--- src/rtl/cnn_pkg.sv ---
// Shared CNN datapath types: packer FSM states and output word geometry.
package cnn_pkg;

    localparam int BYTES_PER_WORD = 4;

    typedef enum logic [1:0] {
        IDLE,
        FILL,
        FLUSH,
        DONE
    } ofm_packer_state_t;

endpackage

--- src/rtl/ofm_lane_reg.sv ---
// Four-lane byte capture register; word presents the held lanes merged with
// the byte currently offered at idx, unfilled lanes above idx read as zero.
module ofm_lane_reg
    import cnn_pkg::*;
(
    input  logic       clk,
    input  logic       rst,
    input  logic       clear,
    input  logic       capture,
    input  logic [7:0] data,
    output logic [1:0] idx,
    output logic [7:0] word [0:BYTES_PER_WORD-1]
);

    logic [7:0] lanes [0:BYTES_PER_WORD-1];

    always_ff @(posedge clk) begin
        if (rst || clear) begin
            idx <= 2'd0;
            for (int k = 0; k < BYTES_PER_WORD; k++) begin
                lanes[k] <= 8'h00;
            end
        end else if (capture) begin
            lanes[idx] <= data;
            idx        <= idx + 2'd1;
        end
    end

    always_comb begin
        for (int k = 0; k < BYTES_PER_WORD; k++) begin
            word[k] = 8'h00;
            if (2'(k) < idx) begin
                word[k] = lanes[k];
            end else if (2'(k) == idx) begin
                word[k] = data;
            end
        end
    end

endmodule

--- src/rtl/ofm_packer.sv ---
// Packs a run of TOTAL result bytes into 4-byte memory word writes.
// Define OFM_PACKER_FLUSH_EN to write a trailing partial word zero-padded.
module ofm_packer
    import cnn_pkg::*;
#(
    parameter int WIDTH = 172,
    parameter int TOTAL = 172
) (
    input  logic                                   clk,
    input  logic                                   rst,
    input  logic                                   start,
    input  logic                                   in_valid,
    input  logic [7:0]                             in_data,
    output logic                                   in_ready,
    output logic                                   wr_en,
    output logic [((WIDTH > 1) ? $clog2(WIDTH) : 1)-1:0] wr_addr,
    output logic [7:0]                             wr_data [0:BYTES_PER_WORD-1],
    output logic                                   done,
    output logic                                   busy
);

    localparam int ADDR_W = (WIDTH > 1) ? $clog2(WIDTH) : 1;
    localparam int CNT_W  = $clog2(TOTAL + 1);
    localparam logic [CNT_W-1:0]  LAST      = CNT_W'(TOTAL - 1);
    localparam logic [ADDR_W:0]   WORD_STEP = (ADDR_W + 1)'(BYTES_PER_WORD);
    localparam logic [ADDR_W:0]   DEPTH     = (ADDR_W + 1)'(WIDTH);

    ofm_packer_state_t state, state_next;

    logic [CNT_W-1:0]  cnt;
    logic [ADDR_W-1:0] base;
    logic [ADDR_W:0]   base_plus;
    logic [ADDR_W-1:0] base_next;
    logic [1:0]        idx;
    logic [7:0]        word [0:BYTES_PER_WORD-1];
    logic              start_go;
    logic              accept;
    logic              last;
    logic              emit;

    assign start_go  = start && (state == IDLE || state == DONE);
    assign accept    = in_valid && (state == FILL);
    assign last      = (cnt == LAST);
    assign base_plus = {1'b0, base} + WORD_STEP;
    assign base_next = (base_plus >= DEPTH) ? '0 : base_plus[ADDR_W-1:0];

`ifdef OFM_PACKER_FLUSH_EN
    // The padded tail word is registered on the final handshake so it is on
    // the bus during the single FLUSH cycle.
    assign emit = accept && (idx == 2'd3 || last);
`else
    assign emit = accept && (idx == 2'd3);
`endif

    ofm_lane_reg u_lanes (
        .clk     (clk),
        .rst     (rst),
        .clear   (start_go),
        .capture (accept),
        .data    (in_data),
        .idx     (idx),
        .word    (word)
    );

    always_ff @(posedge clk) begin
        if (rst) begin
            state <= IDLE;
        end else begin
            state <= state_next;
        end
    end

    always_comb begin
        state_next = state;
        case (state)
            IDLE, DONE: if (start) state_next = FILL;
            FILL: begin
                if (accept && last) begin
                    state_next = (idx == 2'd3) ? DONE : FLUSH;
                end
            end
            FLUSH:      state_next = DONE;
            default:    state_next = IDLE;
        endcase
    end

    always_comb begin
        in_ready = (state == FILL);
        busy     = (state == FILL) || (state == FLUSH);
        done     = (state == DONE);
    end

    always_ff @(posedge clk) begin
        if (rst) begin
            wr_en   <= 1'b0;
            wr_addr <= '0;
            base    <= '0;
            cnt     <= '0;
            for (int k = 0; k < BYTES_PER_WORD; k++) begin
                wr_data[k] <= 8'h00;
            end
        end else begin
            wr_en <= 1'b0;
            if (start_go) begin
                cnt  <= '0;
                base <= '0;
            end else if (accept) begin
                cnt <= cnt + 1'b1;
                if (emit) begin
                    wr_en   <= 1'b1;
                    wr_addr <= base;
                    wr_data <= word;
                    base    <= base_next;
                end
            end
        end
    end

endmodule

--- config.mk ---
export PLATFORM = sky130hd
export DESIGN_NAME = ofm_packer
export DESIGN_NICKNAME = d
export VERILOG_FILES = /design/src/rtl/cnn_pkg.sv /design/src/rtl/ofm_lane_reg.sv /design/src/rtl/ofm_packer.sv
export SDC_FILE = /design/constraint.sdc
export NUM_CORES = 1
export LEC_CHECK = 0
export CAP_MARGIN = 0
export CORE_MARGIN = 2
export CORE_UTILIZATION = 45
export CTS_CLUSTER_DIAMETER = 80
export DETAILED_ROUTE_END_ITERATION = 10
export GPL_TIMING_DRIVEN = 0
export PLACE_DENSITY = 0.68
export SETUP_SLACK_MARGIN = 0.15
export SLEW_MARGIN = 5
export SYNTH_ARGS = -nofsm -noshare
export SYNTH_HDL_FRONTEND = slang
export SYNTH_SLANG_ARGS = --single-unit
--- constraint.sdc ---
create_clock -name clk -period 2.9 [get_ports clk]
set_input_delay 0.725 -clock clk [delete_from_list [all_inputs] [get_ports clk]]
set_output_delay 0.725 -clock clk [all_outputs]
set_load 0.05 [all_outputs]
After elaboration in Yosys (flattened, before gate mapping):

Memory sizes are Yosys's and may differ from the RTL's. A register that Yosys moved wholly into a read port is not among the register bits.
Cells that the tools add are included.

* flip-flop bits (word level): 29
* bits in writable memories: 32
* input port bits: 12
* output and inout port bits: 44
* logic and storage cells: 49
* memories kept: 1

* add/sub/neg operators: 3
* $lt $le $gt $ge: 1
* equality and inequality tests: 7
* muxes and demuxes: 14
* bitwise operators: 2
* reductions and logical operators: 15

Memory list
* u_lanes.lanes: depth 4, width 8, rd ports 4, clocked after Yosys merged registers in 4, wr ports 4, RTL line ofm_lane_reg.sv:15 `logic [7:0] lanes [0:BYTES_PER_WORD-1];`

Operator list (number)
* two-way mux 8 bit: 2
* adder 8 x 3 -> 9 bit, second input constant: 1
* >= comparator 9 x 8 -> 1 bit, second input constant: 1
* adder 8 x 1 -> 8 bit, second input constant: 1
* == test 8 bit, second input constant: 1
* two-way mux 1 bit: 8
* OR reduction 8 bit: 1
* == test 2 bit, second input constant: 3
* two-way mux 2 bit: 3
* one-hot mux 2 bit (3 select lines): 1
* logical AND 1 bit: 4
* AND reduction 2 bit: 2
* OR reduction 2 bit: 2
* logical OR 1 bit: 3
* AND reduction 3 bit: 1
* OR reduction 3 bit: 1
* adder 2 x 1 -> 2 bit, second input constant: 1
* == test 2 x 1 -> 1 bit, second input constant: 1
* logical NOT 2 bit: 1
* != test 2 x 1 -> 1 bit, second input constant: 1
* != test 2 bit, second input constant: 1
* NOT 1 bit: 2

Logic depth before layout (Yosys ltp):

* depth after elaboration: 8
* depth in mapped cells: 9
* mapped depth without buffers: 7

Hierarchy:

From an unflattened synthesis, not the netlist that was laid out.

* cell total of the unflattened synthesis: 419
* area total of the unflattened synthesis: 3738.6 um^2

Modules (own cells, without submodules)
* ofm_packer: instances 1, cells each 275, area an instance 2288.4 um^2, sequential area each 1101.1 um^2
* ofm_lane_reg: instances 1, cells each 144, area an instance 1450.1 um^2, sequential area each 760.7 um^2

Worst setup path before layout:

Ideal clock, no wire load.

* path kind: register to register
* start point: register state[1]
* end point: register wr_data[0] (netlist name) (read register of u_lanes.lanes)
* data arrival time: 2.204 ns
* data required time: 2.760 ns
* setup slack: 0.556 ns
* stages on the path, launching flop included: 9
* buffers on the path: 1
* period minus slack after synthesis: 2.344 ns
* cells stage by stage: dfxtp_1 > inv_1 > ha_1 > and2_1 > buf_2 > a31oi_2 > clkinv_1 > nand2_1 > a32oi_1

* elaborated cells between the ends (all ways): 9
* classes of those cells: 2 x eq/ne; 1 x bitwise; 6 x reduce/logical

RTL lines
* from (decl): RTL line ofm_packer.sv:28 `ofm_packer_state_t state, state_next;`
* from (signal assigned): RTL line ofm_packer.sv:69 `state <= state_next;`
* == test 2 x 1 -> 1 bit *
* net in_ready: RTL line ofm_packer.sv:14 `output logic in_ready,`
* logical AND 1 bit *: RTL line ofm_packer.sv:42 `assign accept = in_valid && (state == FILL);`
* logical AND 1 bit: RTL line ofm_packer.sv:52 `assign emit = accept && (idx == 2'd3);`
* AND reduction 3 bit (no line) *
* to (decl): RTL line ofm_packer.sv:17 `output logic [7:0] wr_data [0:BYTES_PER_WORD-1],`

The timed path passes the listed nets; every way through them passes the cells marked *.
A chain may end at the register's enable or synchronous reset.

Worst setup path after layout:

* start point: input port in_valid
* end point: register wr_data[0] (netlist name) (read register of u_lanes.lanes)

* word-level cells in the longest chain between the ends: 3

Ends and longest elaborated chain
* from (decl): RTL line ofm_packer.sv:12 `input logic in_valid,`
* logical AND 1 bit *: RTL line ofm_packer.sv:42
* logical AND 1 bit: RTL line ofm_packer.sv:52
* AND reduction 3 bit (no line) *

Every way passes the cells marked *; elsewhere a longest branch is shown, timed or not.

==> results by group <==
Synthesis
  • Number of flops mapped to enable cells by yosys: 32
  • Post-synthesis mux area share: 0.0409
  • Post-synthesis xor/xnor area fraction: 0.0179
  • Synth Register Bits: 89
  • Mean post-synth cell area: 10.2 um2
  • Ys flop type: dfxtp_1
  • Yosys warnings: 0
  • Compound-Gate Fraction of Synth Area: 0.130
  • Post-Synthesis Cells: 382
  • Post-Syn Area: 0.00392 mm2
  • Ys async rst share: 0
  • Combinational family with the most area after synthesis: simple AND/OR/NAND/NOR gates
  • Seq/Total Area, Yosys: 0.537
  • Simple-gate share of the synthesized area: 0.211
  • Library cells used by synthesis: 50
  • Post-Synth Adder-Cell Area: 0.0224

Clocking
  • CTS max path bufs: 2
  • Total CTS buffers: 9
  • H-tree levels: 3
  • Reg clk slew, reported paths: 0.09 ns
  • Clk sink count: 89
  • Root cell of the clock tree: clkbuf_8
  • CTS tree: yes
  • Clock insertion delay at the later pin of the skew report: around 0.37 ns
  • # hold bufs at CTS: 0

Worst setup path
  • Max incr delay on CP: between 0.5 and 0.6 ns
  • Critical-path top delay cell: a31oi_2
  • CP arrival: between 2 and 3 ns
  • Worst Path Required: approximately 3.1 ns
  • Setup crit end kind: flip-flop
  • CP Buf/Inv Count: 3
  • Worst setup SP type: input port
  • Largest fanout on the critical path: 16
  • CP Class: in -> reg
  • Cells along the critical path: clkdlybuf4s50_1, and2_1, buf_2, a31oi_2, clkinv_2, nand2_1, a32oi_1
  • CP top delay family: buffers and inverters

STA
  • Final period util: 0.895
  • Post-route minimum period: 2.59 ns
  • Slew HR: 0.532
  • Final number of hold-violating endpoints: 0
  • Final Setup Violations: 0
  • Total negative slack: 0 ns
  • Worst Skew: ~0.014 ns
  • Max-slew violations: 0
  • RSZ-0062 raised after global routing: no
  • Highest clock rate: between 0.3 and 0.4 GHz
  • Worst-Margin Slew: between 0.6 and 0.7 ns

Die
  • Die width: around 97 um
  • Core area: 0.00859 mm2
  • Die H: around 97 um
  • Initial core utilization: 0.456
  • # IOs: between 50 and 60
  • Std-Cell Rows: 34
  • Die area: approximately 0.0095 mm2

Layout
  • Core Util, Final: 0.557
  • Layout cells sized above 1: 0.0819
  • Non-Filler Instances: 560
  • Layout net count: roughly 470
  • Diodes inserted: 0
  • Area grow syn2layout: 22.3%
  • Post-route cell area: 0.00479 mm2

Outcome
  • Status: complete, no violations

Global routing
  • Largest net degree at the start of global routing: 17
  • Vias in the first global route: approximately 2,800
  • First-pass GRT wire length: around 14,000 um
  • Overall routing resource usage: 0.192
  • GRT overflow: 0
  • Initial antenna violation count: 0

Min path
  • Worst Hold Class: reg -> reg

Placed design
  • Final GP Congestion: 0.833
  • Placed instance area: 0.00458 mm2
  • IO Port Bufs: 53
  • Dpl cells: around 540
  • HPWL Detailed: 6080 um

Drt
  • DR pass1 iterations: 4
  • Final ANT Viol Nets: 0
  • Post-DR vias/cell: ~5.4
  • Total Wirelength: ~8800 um
  • # DRC: 0
  • Vias: 3,018
  • Wire per inst: around 16 um
  • Drt first-iter violations: 111

Run
  • Max cap viols: 0

Pwr
  • Cell Pwr Density: between 500 and 600 mW/mm2
  • Worst vdd ir: about 0.27 mV
  • Pleak: around 0.0016 uW
routing by layer:
metal,global-route usage,up-vias,share of wire
li1,-,1482,-
met1,0.247,1462,0.46
met2,0.321,69,0.49
met3,0.0317,5,0.034
met4,0.0801,0,0.0099
met5,0,-,0
metrics by stage:
stage	setup WS [ns]	total power (uW)	hold slack (ns)
CTS	0.182	2890	0.462
detailed placement	-0.280	2020	0.449
global placement	-0.233	2000	0.446
floorplan	0.556	1860	0.467
finish	0.305	2860	0.456
global route	0.199	2990	0.479
worst reg2reg max path: stages, from the launching register on:
cell and delay (ns):
dfxtp_1 0.37, inv_1 0.07, ha_1 0.37, a21o_1 0.29
a31oi_2 0.52, clkinv_2 0.38, nand2_1 0.17, a32oi_1 0.10
final timing paths:
| path | from | depth (start not counted) | endpoint | slack, ns |
|---|---|---|---|---|
| max reg2reg | state[0] | 7 | wr_data[0] | 0.48 |
| min reg2reg | wr_addr[3] | 2 | wr_addr[3] | 0.46 |
| min | wr_addr[3] | 2 | wr_addr[3] | 0.46 |
| max | in_valid | 7 | wr_data[0] | 0.31 |
power breakdown:
group | internal [uW] | switching, uW | leakage, uW
Sequential | 1420 | 37.5 | 0.000806
Clock | 411 | 467 | 0.000103
Combinational | 156 | 368 | 0.000730
cell usage in the layout (no fill, tap or decap), types with 2 or more instances in the layout:
cell / synthesis / final
nand2_1: 41 / 41
nand3_1: 10 / 10
dfxtp_1: 57 / 57
a211oi_1: 21 / 21
xor2_1: 5 / 5
conb_1: 1 / 2
edfxtp_1: 32 / 32
clkdlybuf4s50_1: 0 / 51
a211oi_2: 5 / 5
buf_6: 2 / 2
a32oi_1: 9 / 9
ha_1: 7 / 7
buf_4: 3 / 3
nand2b_1: 9 / 9
o21ai_0: 3 / 3
clkinv_4: 0 / 2
a21o_1: 2 / 2
nor2_1: 36 / 36
clkbuf_8: 0 / 9
a21oi_1: 13 / 13
clkbuf_1: 21 / 22
a31oi_1: 3 / 3
mux2i_1: 16 / 16
nor3_1: 11 / 11
and2_1: 33 / 33
nand4_1: 5 / 5
inv_1: 6 / 6
or2_2: 4 / 4
xnor2_1: 3 / 3
repair_timing:
item,in CTS,in global routing
endpoints found under the hold margin,0,0
setup endpoints to repair,8,1
gates resized for setup,2,1
buffers inserted,0,0
cells in the mapped netlist, drive strengths merged (2+ instances only):
library cell	instances	area, um2
xnor2	3	26.3
nand2b	9	56.3
a21o	2	15.0
clkbuf	21	78.8
xor2	5	43.8
nor3	11	55.1
a21oi	14	73.8
dfxtp	57	1140
buf	6	50.0
nand4	5	31.3
a32oi	9	78.8
nor2	37	146
nand2	42	165
inv	6	22.5
or2	4	25.0
ha	7	87.6
a31oi	4	31.3
and2	33	206
edfxtp	32	961
a211oi	26	220
nand3	10	50.1
o21ai	3	15.0
mux2i	16	160
logic make-up (layout without fill, tap and decap cells):
logic type               Yosys count  in the layout
buffers and inverters             34            103
other                              1              2
flip-flops                        89             89
XOR/XNOR                           8              8
multiplexers                      16             16
adder cells (fa/ha/maj)            7              7
AND/OR/NAND/NOR                  160            160
AO/OA/AOI/OAI                     67             67
state kept, by name, summed over array words and instances, names as in the netlist:
register	cells
u_lanes.idx	2
u_lanes.lanes	32
base	6
wr_addr	6
wr_en	1
state	2
cnt	8
wr_data	32
layout make-up:
cell class | instances | area, um2
clock buffers | 10 | 128
repair buffers | 53 | 532
well taps | 108 | 135
clock inverters | 6 | 73.8
inverters | 7 | 27.5
fillers | 773 | 3800
flip-flops and latches | 89 | 2100
plain buffers | 27 | 129
multi-input cells | 260 | 1660
Power figures use the tool's default switching activity.
